<file path="src/rtl/sync_fifo_prog.sv">
// Single-clock FIFO with any depth >= 2, programmable almost-full/almost-empty levels and a high watermark.
// Define SYNC_FIFO_FWFT_EN for first-word fall-through read data; the default build uses a registered read.
module sync_fifo_prog #(
  parameter int FIFO_WIDTH = 16,
  parameter int FIFO_DEPTH = 8,
  parameter int PTR_W      = $clog2(FIFO_DEPTH),
  parameter int CNT_W      = $clog2(FIFO_DEPTH) + 1
) (
  input  logic                  clk,
  input  logic                  rst_n,
  input  logic [FIFO_WIDTH-1:0] data_in,
  input  logic                  wr_en,
  input  logic                  rd_en,
  input  logic [CNT_W-1:0]      afull_lvl,
  input  logic [CNT_W-1:0]      aempty_lvl,
  input  logic                  wm_clr,
  output logic [FIFO_WIDTH-1:0] data_out,
  output logic                  wr_ack,
  output logic                  overflow,
  output logic                  underflow,
  output logic                  full,
  output logic                  empty,
  output logic                  almostfull,
  output logic                  almostempty,
  output logic [CNT_W-1:0]      count,
  output logic [PTR_W-1:0]      wr_ptr,
  output logic [PTR_W-1:0]      rd_ptr,
  output logic [CNT_W-1:0]      max_count
);

  localparam logic [CNT_W-1:0] DEPTH_C  = CNT_W'(FIFO_DEPTH);
  localparam logic [CNT_W-1:0] DM1_C    = CNT_W'(FIFO_DEPTH - 1);
  localparam logic [CNT_W-1:0] ONE_C    = CNT_W'(1);
  localparam logic [PTR_W-1:0] PTR_LAST = PTR_W'(FIFO_DEPTH - 1);
  localparam logic [PTR_W-1:0] PTR_ONE  = PTR_W'(1);

  logic [FIFO_WIDTH-1:0] mem_q [FIFO_DEPTH];

  logic [CNT_W-1:0] count_q, count_d;
  logic [CNT_W-1:0] max_q, max_d;
  logic [PTR_W-1:0] wr_ptr_q, wr_ptr_d;
  logic [PTR_W-1:0] rd_ptr_q, rd_ptr_d;
  logic             wr_ack_q, ovf_q, udf_q;
  logic             wr_acc, rd_acc;
  logic [CNT_W-1:0] af_thr, ae_thr;

  always_comb begin
    wr_acc   = wr_en & (count_q < DEPTH_C);
    rd_acc   = rd_en & (count_q != '0);
    wr_ptr_d = wr_ptr_q;
    rd_ptr_d = rd_ptr_q;
    count_d  = count_q;
    if (wr_acc)
      wr_ptr_d = (wr_ptr_q == PTR_LAST) ? '0 : wr_ptr_q + PTR_ONE;
    if (rd_acc)
      rd_ptr_d = (rd_ptr_q == PTR_LAST) ? '0 : rd_ptr_q + PTR_ONE;
    case ({wr_acc, rd_acc})
      2'b10:   count_d = count_q + ONE_C;
      2'b01:   count_d = count_q - ONE_C;
      default: count_d = count_q;
    endcase
    if (wm_clr)
      max_d = count_d;
    else if (count_d > max_q)
      max_d = count_d;
    else
      max_d = max_q;
  end

  always_ff @(posedge clk) begin
    if (!rst_n) begin
      count_q  <= '0;
      max_q    <= '0;
      wr_ptr_q <= '0;
      rd_ptr_q <= '0;
      wr_ack_q <= 1'b0;
      ovf_q    <= 1'b0;
      udf_q    <= 1'b0;
    end else begin
      count_q  <= count_d;
      max_q    <= max_d;
      wr_ptr_q <= wr_ptr_d;
      rd_ptr_q <= rd_ptr_d;
      wr_ack_q <= wr_acc;
      ovf_q    <= wr_en & ~wr_acc;
      udf_q    <= rd_en & ~rd_acc;
    end
  end

  // Storage is never reset; writes during reset are dropped.
  always_ff @(posedge clk) begin
    if (rst_n && wr_acc)
      mem_q[wr_ptr_q] <= data_in;
  end

`ifdef SYNC_FIFO_FWFT_EN
  assign data_out = (count_q == '0) ? '0 : mem_q[rd_ptr_q];
`else
  logic [FIFO_WIDTH-1:0] data_q;

  always_ff @(posedge clk) begin
    if (!rst_n)
      data_q <= '0;
    else if (rd_acc)
      data_q <= mem_q[rd_ptr_q];
  end

  assign data_out = data_q;
`endif

  // Out-of-range levels fall back to the fixed DEPTH-1 / 1 thresholds.
  assign af_thr = (afull_lvl != '0 && afull_lvl <= DM1_C) ? afull_lvl : DM1_C;
  assign ae_thr = (aempty_lvl != '0 && aempty_lvl <= DM1_C) ? aempty_lvl : ONE_C;

  assign full        = (count_q == DEPTH_C);
  assign empty       = (count_q == '0);
  assign almostfull  = (count_q >= af_thr) & ~full;
  assign almostempty = (count_q <= ae_thr) & ~empty;

  assign count     = count_q;
  assign max_count = max_q;
  assign wr_ptr    = wr_ptr_q;
  assign rd_ptr    = rd_ptr_q;
  assign wr_ack    = wr_ack_q;
  assign overflow  = ovf_q;
  assign underflow = udf_q;

endmodule

</file>
<file path="config.mk">
export PLATFORM = sky130hd
export DESIGN_NAME = sync_fifo_prog
export DESIGN_NICKNAME = d
export VERILOG_FILES = /design/src/rtl/sync_fifo_prog.sv
export SDC_FILE = /design/constraint.sdc
export NUM_CORES = 1
export LEC_CHECK = 0
export CAP_MARGIN = 40
export CORE_UTILIZATION = 47
export CTS_BUF_LIST = sky130_fd_sc_hd__clkbuf_8
export DETAILED_ROUTE_END_ITERATION = 8
export GPL_TIMING_DRIVEN = 0
export HOLD_SLACK_MARGIN = 0.15
export PLACE_DENSITY = 0.68
export RECOVER_POWER = 25
export SLEW_MARGIN = 20
export SYNTH_ARGS = -nofsm -noshare
export SYNTH_HDL_FRONTEND = slang
export SYNTH_SLANG_ARGS = --single-unit
</file>
<file path="constraint.sdc">
create_clock -name clk -period 4.3 [get_ports clk]
set_clock_uncertainty 0.2 [all_clocks]
set_input_delay 0.86 -clock clk [delete_from_list [all_inputs] [get_ports clk]]
set_output_delay 0.86 -clock clk [all_outputs]
set_load 0.05 [all_outputs]
</file>
[After elaboration in Yosys (flattened, before gate mapping)]
Memories as Yosys holds them, arrays and structs flattened. A register that Yosys moved wholly into a read port is not among the register bits.
Cells that the tools add are included.
Operators by class
  add/sub/neg operators: 4
  multipliers: 0
  divide/modulo/power cells: 0
  $lt $le $gt $ge: 6
  equal/unequal tests: 5
  shift operators: 0
  muxes and demuxes: 9
  bitwise gates (word level): 10
  reductions and logical operators: 9
Operators by type and width (number)
  two-way mux 4 bit: 4
  nonzero test 4 bit: 3
  <= comparator 4 x 3 -> 1 bit, second input constant: 2
  case mux 4 bit (2 select lines): 1
  adder 3 x 1 -> 3 bit, second input constant: 2
  AND 1 bit: 6
  == test 3 bit, second input constant: 2
  two-way mux 3 bit: 2
  adder 4 x 1 -> 4 bit, second input constant: 1
  == test 4 bit, second input constant: 1
  >= comparator 4 bit: 1
  > comparator 4 bit: 1
  <= comparator 4 bit: 1
  logical NOT 4 bit: 1
  < comparator 4 bit, second input constant: 1
  inverter 1 bit: 4
  subtractor 4 x 1 -> 4 bit, second input constant: 1
  logical AND 1 bit: 3
  == test 2 x 1 -> 1 bit, second input constant: 1
  == test 2 bit, second input constant: 1
  two-way mux 1 bit: 2
  nonzero test 2 bit: 1
  logical NOT 1 bit: 1
Storage, ports and cells
  bits in registers: 17
  latch bits: 0
  bits in writable memories: 128
  ROM bits: 0
  input port bits: 29
  output and inout port bits: 37
  word-level logic and storage cells: 51
  memories: 1
Memories
  mem_q: words 8, width 16, read ports 1, clocked after Yosys merged registers in 1, wr ports 1, RTL line 37  | logic [FIFO_WIDTH-1:0] mem_q [FIFO_DEPTH];

[Depth between registers and ports, before layout]
  depth in word-level cells: 7
  gate-level depth with buffers: 17
  depth with buffers taken out: 15

[Least setup slack after synthesis]
Ideal clock, no wire load.
  kind: register -> register
  start point: register count_q[1], in the netlist count[1]
  end point: register max_q[3], in the netlist max_count[3]
  library setup time: 0.092 ns
  arrival time: 3.522 ns
  setup slack: 0.486 ns
  stages on the path, launching flop included: 17
  cell sequence: dfxtp_1 buf_6 or4_4 nand2_1 inv_2 buf_2 ha_1 nand2_1 nand4b_1 nor4_1 nor3b_1 ha_1 and2_1 o21ai_0 a32oi_1 o211ai_1 o32ai_1
Between the ends
  word-level cells in the longest chain between the ends: 6
RTL lines
  start: declaration: RTL line 39  | logic [CNT_W-1:0] count_q, count_d;
  start signal: assignment: RTL line 80  | count_q <= count_d;
  < comparator 4 bit / nonzero test 4 bit (equally long branches): RTL line 48, 49
  AND 1 bit (on tied branches): RTL line 48, 49
  == test 2 x 1 -> 1 bit / == test 2 bit (equally long branches): RTL line 57  | case ({wr_acc, rd_acc})
  case mux 4 bit (2 select lines) (*): RTL line 57
  via count_d[3]: RTL line 39
  > comparator 4 bit / two-way mux 4 bit (equally long branches): RTL line 64  | else if (count_d > max_q)
  nonzero test 2 bit (no line) / two-way mux 4 bit (equally long branches)
  end signal: assignment: RTL line 81  | max_q <= max_d;
  end: declaration: RTL line 40  | logic [CNT_W-1:0] max_q, max_d;
The timed path passes the listed nets; every way through them passes the cells marked *. The select of a mux whose other input is x is not followed.
A chain may end at the register's enable or synchronous reset.

[Worst setup path in the final report]
  start point: register count_q[1], in the netlist count[1]
  end point: register max_q[1], in the netlist max_count[1]
Between the ends
  word-level cells in the longest chain between the ends: 6
RTL lines (RTL line)
  < comparator 4 bit / nonzero test 4 bit (equally long branches): 48, 49
  AND 1 bit (on tied branches): 48, 49
  == test 2 x 1 -> 1 bit / == test 2 bit (equally long branches): 57
  case mux 4 bit (2 select lines) (*): 57
  via count_d[3]: 39
  > comparator 4 bit (*): 64
  nonzero test 2 bit (no line) (*)
Marked as above.

==> flow_summary_export.csv <==
group,metric,value,unit
worst_setup_path,cp-end-kind,"register",
synthesis,synthTopCellsByCount,"edfxtp_1 (128), nor2_1 (35), dfxtp_1 (33)",
sta,max_freq,244.2,MHz
synthesis,ys_top_cells_by_area,"edfxtp_1 (59%), mux4_2 (11%), dfxtp_1 (10%)",
worst_setup_path,critPathLaunch,"count[1]$_SDFF_PN0_",
synthesis,synth_area,0.006534,mm^2
sta,slew_headroom,43.54,%
route,drtIter0Drc,277,
synthesis,synth_fa_ha_area_share,3.447,%
synthesis,ys_ff_latch,161,
layout,final_core_util,59.73,%
worst_setup_path,r2r_slack,0.20,ns
route,routed_via_density,5.557,
sta,worst_slack,0.2042,ns
worst_setup_path,reg2regPathDepth,16,
clocking,clk_pin_slew,0.08,ns
worst_setup_path,crit_type,"reg -> reg",
sta,tightest_slew,0.8469,ns
synthesis,yosysWarnings,0,
floorplan,die_area,0.01438,mm^2
layout,drive_gt1_share,19.24,%
clocking,cts-buffers-inserted,17,
placement,io_buffers,64,
placement,dp_hpwl,9306,um
route,firstDrtPassIters,4,
route,ant_nets,0,
floorplan,die_x,119.9,um
floorplan,pin_count,66,
synthesis,synth_top_family_by_area,"multiplexers",
route,vias,3751,
sta,finalSetupViolations,0,
worst_hold_path,holdCritStartpoint,"max_count[3]$_SDFFE_PN0P_",
global_routing,grt_max_degree,17,
sta,report.final.slew_viol_count,0,
synthesis,syn-instance-count,392,
worst_hold_path,hold_path_end,"max_count[3]$_SDFFE_PN0P_",
clocking,clk_latency,0.45,ns
clocking,cts_root_buf,"clkbuf_8",
route,wire_per_inst,20.11,um
pwr,ir_worst_vdd,271.5,uV
layout,area_growth,22.50,%
synthesis,synth-edff-count,128,
worst_setup_path,cp.required,4.44,ns
synthesis,async_flop_share,0,%
layout,antenna_cells,0,
pwr,power_density,618.5,mW/mm^2
route,postRouteWirelength,13570,um
worst_hold_path,hp-class,"reg -> reg",
clocking,clock-sinks,161,
route,drc,0,
synthesis,synth_largest_area_cell,"edfxtp_1",
sta,hold_ws,0.3029,ns
clocking,clock_path_buffers,2,
placement,place_ws,-0.08055,ns
sta,fin_crit,4.096,ns
pwr,p_leak,2.719,nW
floorplan,rows,42,
synthesis,synth_mux_area_share,13.81,%
floorplan,die_h,119.9,um
sta,tns,0,ns
global_routing,grt_pass1_wl,20840,um
synthesis,syn_area_per_cell,16.67,um^2
global_routing,grt.total_usage,20.14,%
worst_setup_path,critPathLaunchType,"register",
worst_hold_path,holdPathStages,2,
synthesis,synth.most_common_cell,"edfxtp_1",
floorplan,start_util,48.76,%
synthesis,synth_cell_type_count,43,
synthesis,ys_seq_area_share,68.94,%
worst_setup_path,crit_fanout,10,
layout,nNetsFinal,533,
synthesis,synthDominantCellAreaShare,58.83,%
clocking,cts_tree,"yes",
floorplan,coreArea,0.01340,mm^2
clocking,cts_setup_buffers,0,
global_routing,grt_pass1_vias,3835,
synthesis,synthXorXnorAreaFrac,0.4021,%
synthesis,yosys.area_share.simple,6.319,%
worst_setup_path,crit_arrival,4.23,ns
global_routing,overflow,0,
worst_setup_path,r2r_start,"count[1]$_SDFF_PN0_",
clocking,cts_hold_buf,0,
global_routing,antenna_found_initial,0,
sta,min_period_over_period,95.25,%
run,maxCapViolCount,0,
placement,place.gp.congestion,0.7903,
clocking,htree_levels,4,
synthesis,ys.flop_type,"edfxtp_1",
worst_setup_path,rr_endpoint,"max_count[1]$_SDFFE_PN0P_",
sta,final_hold_viol_count,0,
synthesis,synth_compound_area_share,4.826,%
outcome,outcome,"completed",
clocking,post_cts_resized,1,
critical path, stage by stage, from the launching register on:
cell      delay, ns
dfxtp_1        0.36
buf_6          0.15
or4_4          0.51
nand2_1        0.20
inv_2          0.13
buf_2          0.24
ha_4           0.20
nand4_1        0.06
nand4b_1       0.18
nor4_4         0.35
nor3b_1        0.10
ha_1           0.29
and2_1         0.20
o21ai_0        0.16
a32o_1         0.25
a21oi_1        0.10
a311oi_1       0.30
final cells by class:
class,instances,area [um^2]
flip-flops and latches,161,4506
inverters,11,41.29
clock inverters,11,122.6
clock buffers,21,289.0
repair buffers,74,765.7
multi-input cells,202,1957
plain buffers,19,102.6
fillers,1024,5396
well taps,176,220.2
routing by layer:
layer / track usage, % / wire length (um) / vias up
li1: - / - / 1722
met1: 25.58 / 5677 / 1866
met2: 32.79 / 6774 / 135
met3: 5.656 / 775 / 28
met4: 7.813 / 343 / 0
met5: 0 / 0 / -
stage by stage:
stage          instance area, um^2  cells  power (mW)
6_report                      8004    675       4.950
5_1_grt                       8004    675       5.186
4_1_cts                       7958    675       4.916
3_5_place_dp                  7547    643       3.799
3_3_place_gp                  7398    633       3.730
2_1_floorplan                 6538    393       3.232
cells in the final DEF, fill, tap and decap left out, types with 9 or more instances in the layout:
master / Yosys / layout
edfxtp_1: 128 / 128
clkdlybuf4s50_1: 0 / 51
mux4_2: 32 / 32
dfxtp_1: 33 / 32
nor2_1: 35 / 29
clkbuf_8: 0 / 21
mux2i_1: 17 / 17
ha_1: 18 / 17
inv_1: 10 / 16
a211oi_1: 16 / 16
a21oi_1: 12 / 12
dlygate4sd3_1: 0 / 11
nand2_1: 9 / 9
clkbuf_1: 9 / 9
registers in the layout (all words and copies together), names as in the netlist:
name       cells
count          4
data_out      16
max_count      4
mem_q        128
overflow       1
rd_ptr         3
underflow      1
wr_ack         1
wr_ptr         3
worst max path at each step:
| stage | slack (ns) | endpoint | cells past startpoint |
|---|---|---|---|
| final | 0.20 | max_count[1]$_SDFFE_PN0P_ | 16 |
| after CTS | 0.07 | almostfull | 10 |
| after global routing | -0.008 | max_count[3]$_SDFFE_PN0P_ | 16 |
| after floorplan | 0.49 | max_count[3]$_SDFFE_PN0P_ | 16 |
| after global placement | -0.73 | mem_q[1][9]$_DFFE_PP_ | 6 |
| after detailed placement | -0.08 | max_count[3]$_SDFFE_PN0P_ | 17 |
cell families (layout without fill, tap and decap cells):
family / after synthesis / count (layout)
flops: 161 / 161
compound gates: 46 / 46
other cells: 1 / 2
mux: 50 / 50
xor+xnor: 3 / 3
buf+inv: 30 / 136
simple gates: 83 / 83
fa+ha+maj: 18 / 18
where the power goes:
group	switching (mW)	total (mW)	internal (mW)
Clock	0.507	1.13	0.622
Combinational	1.15	1.91	0.755
Sequential	0.102	1.91	1.81
Power figures use the tool's default switching activity.
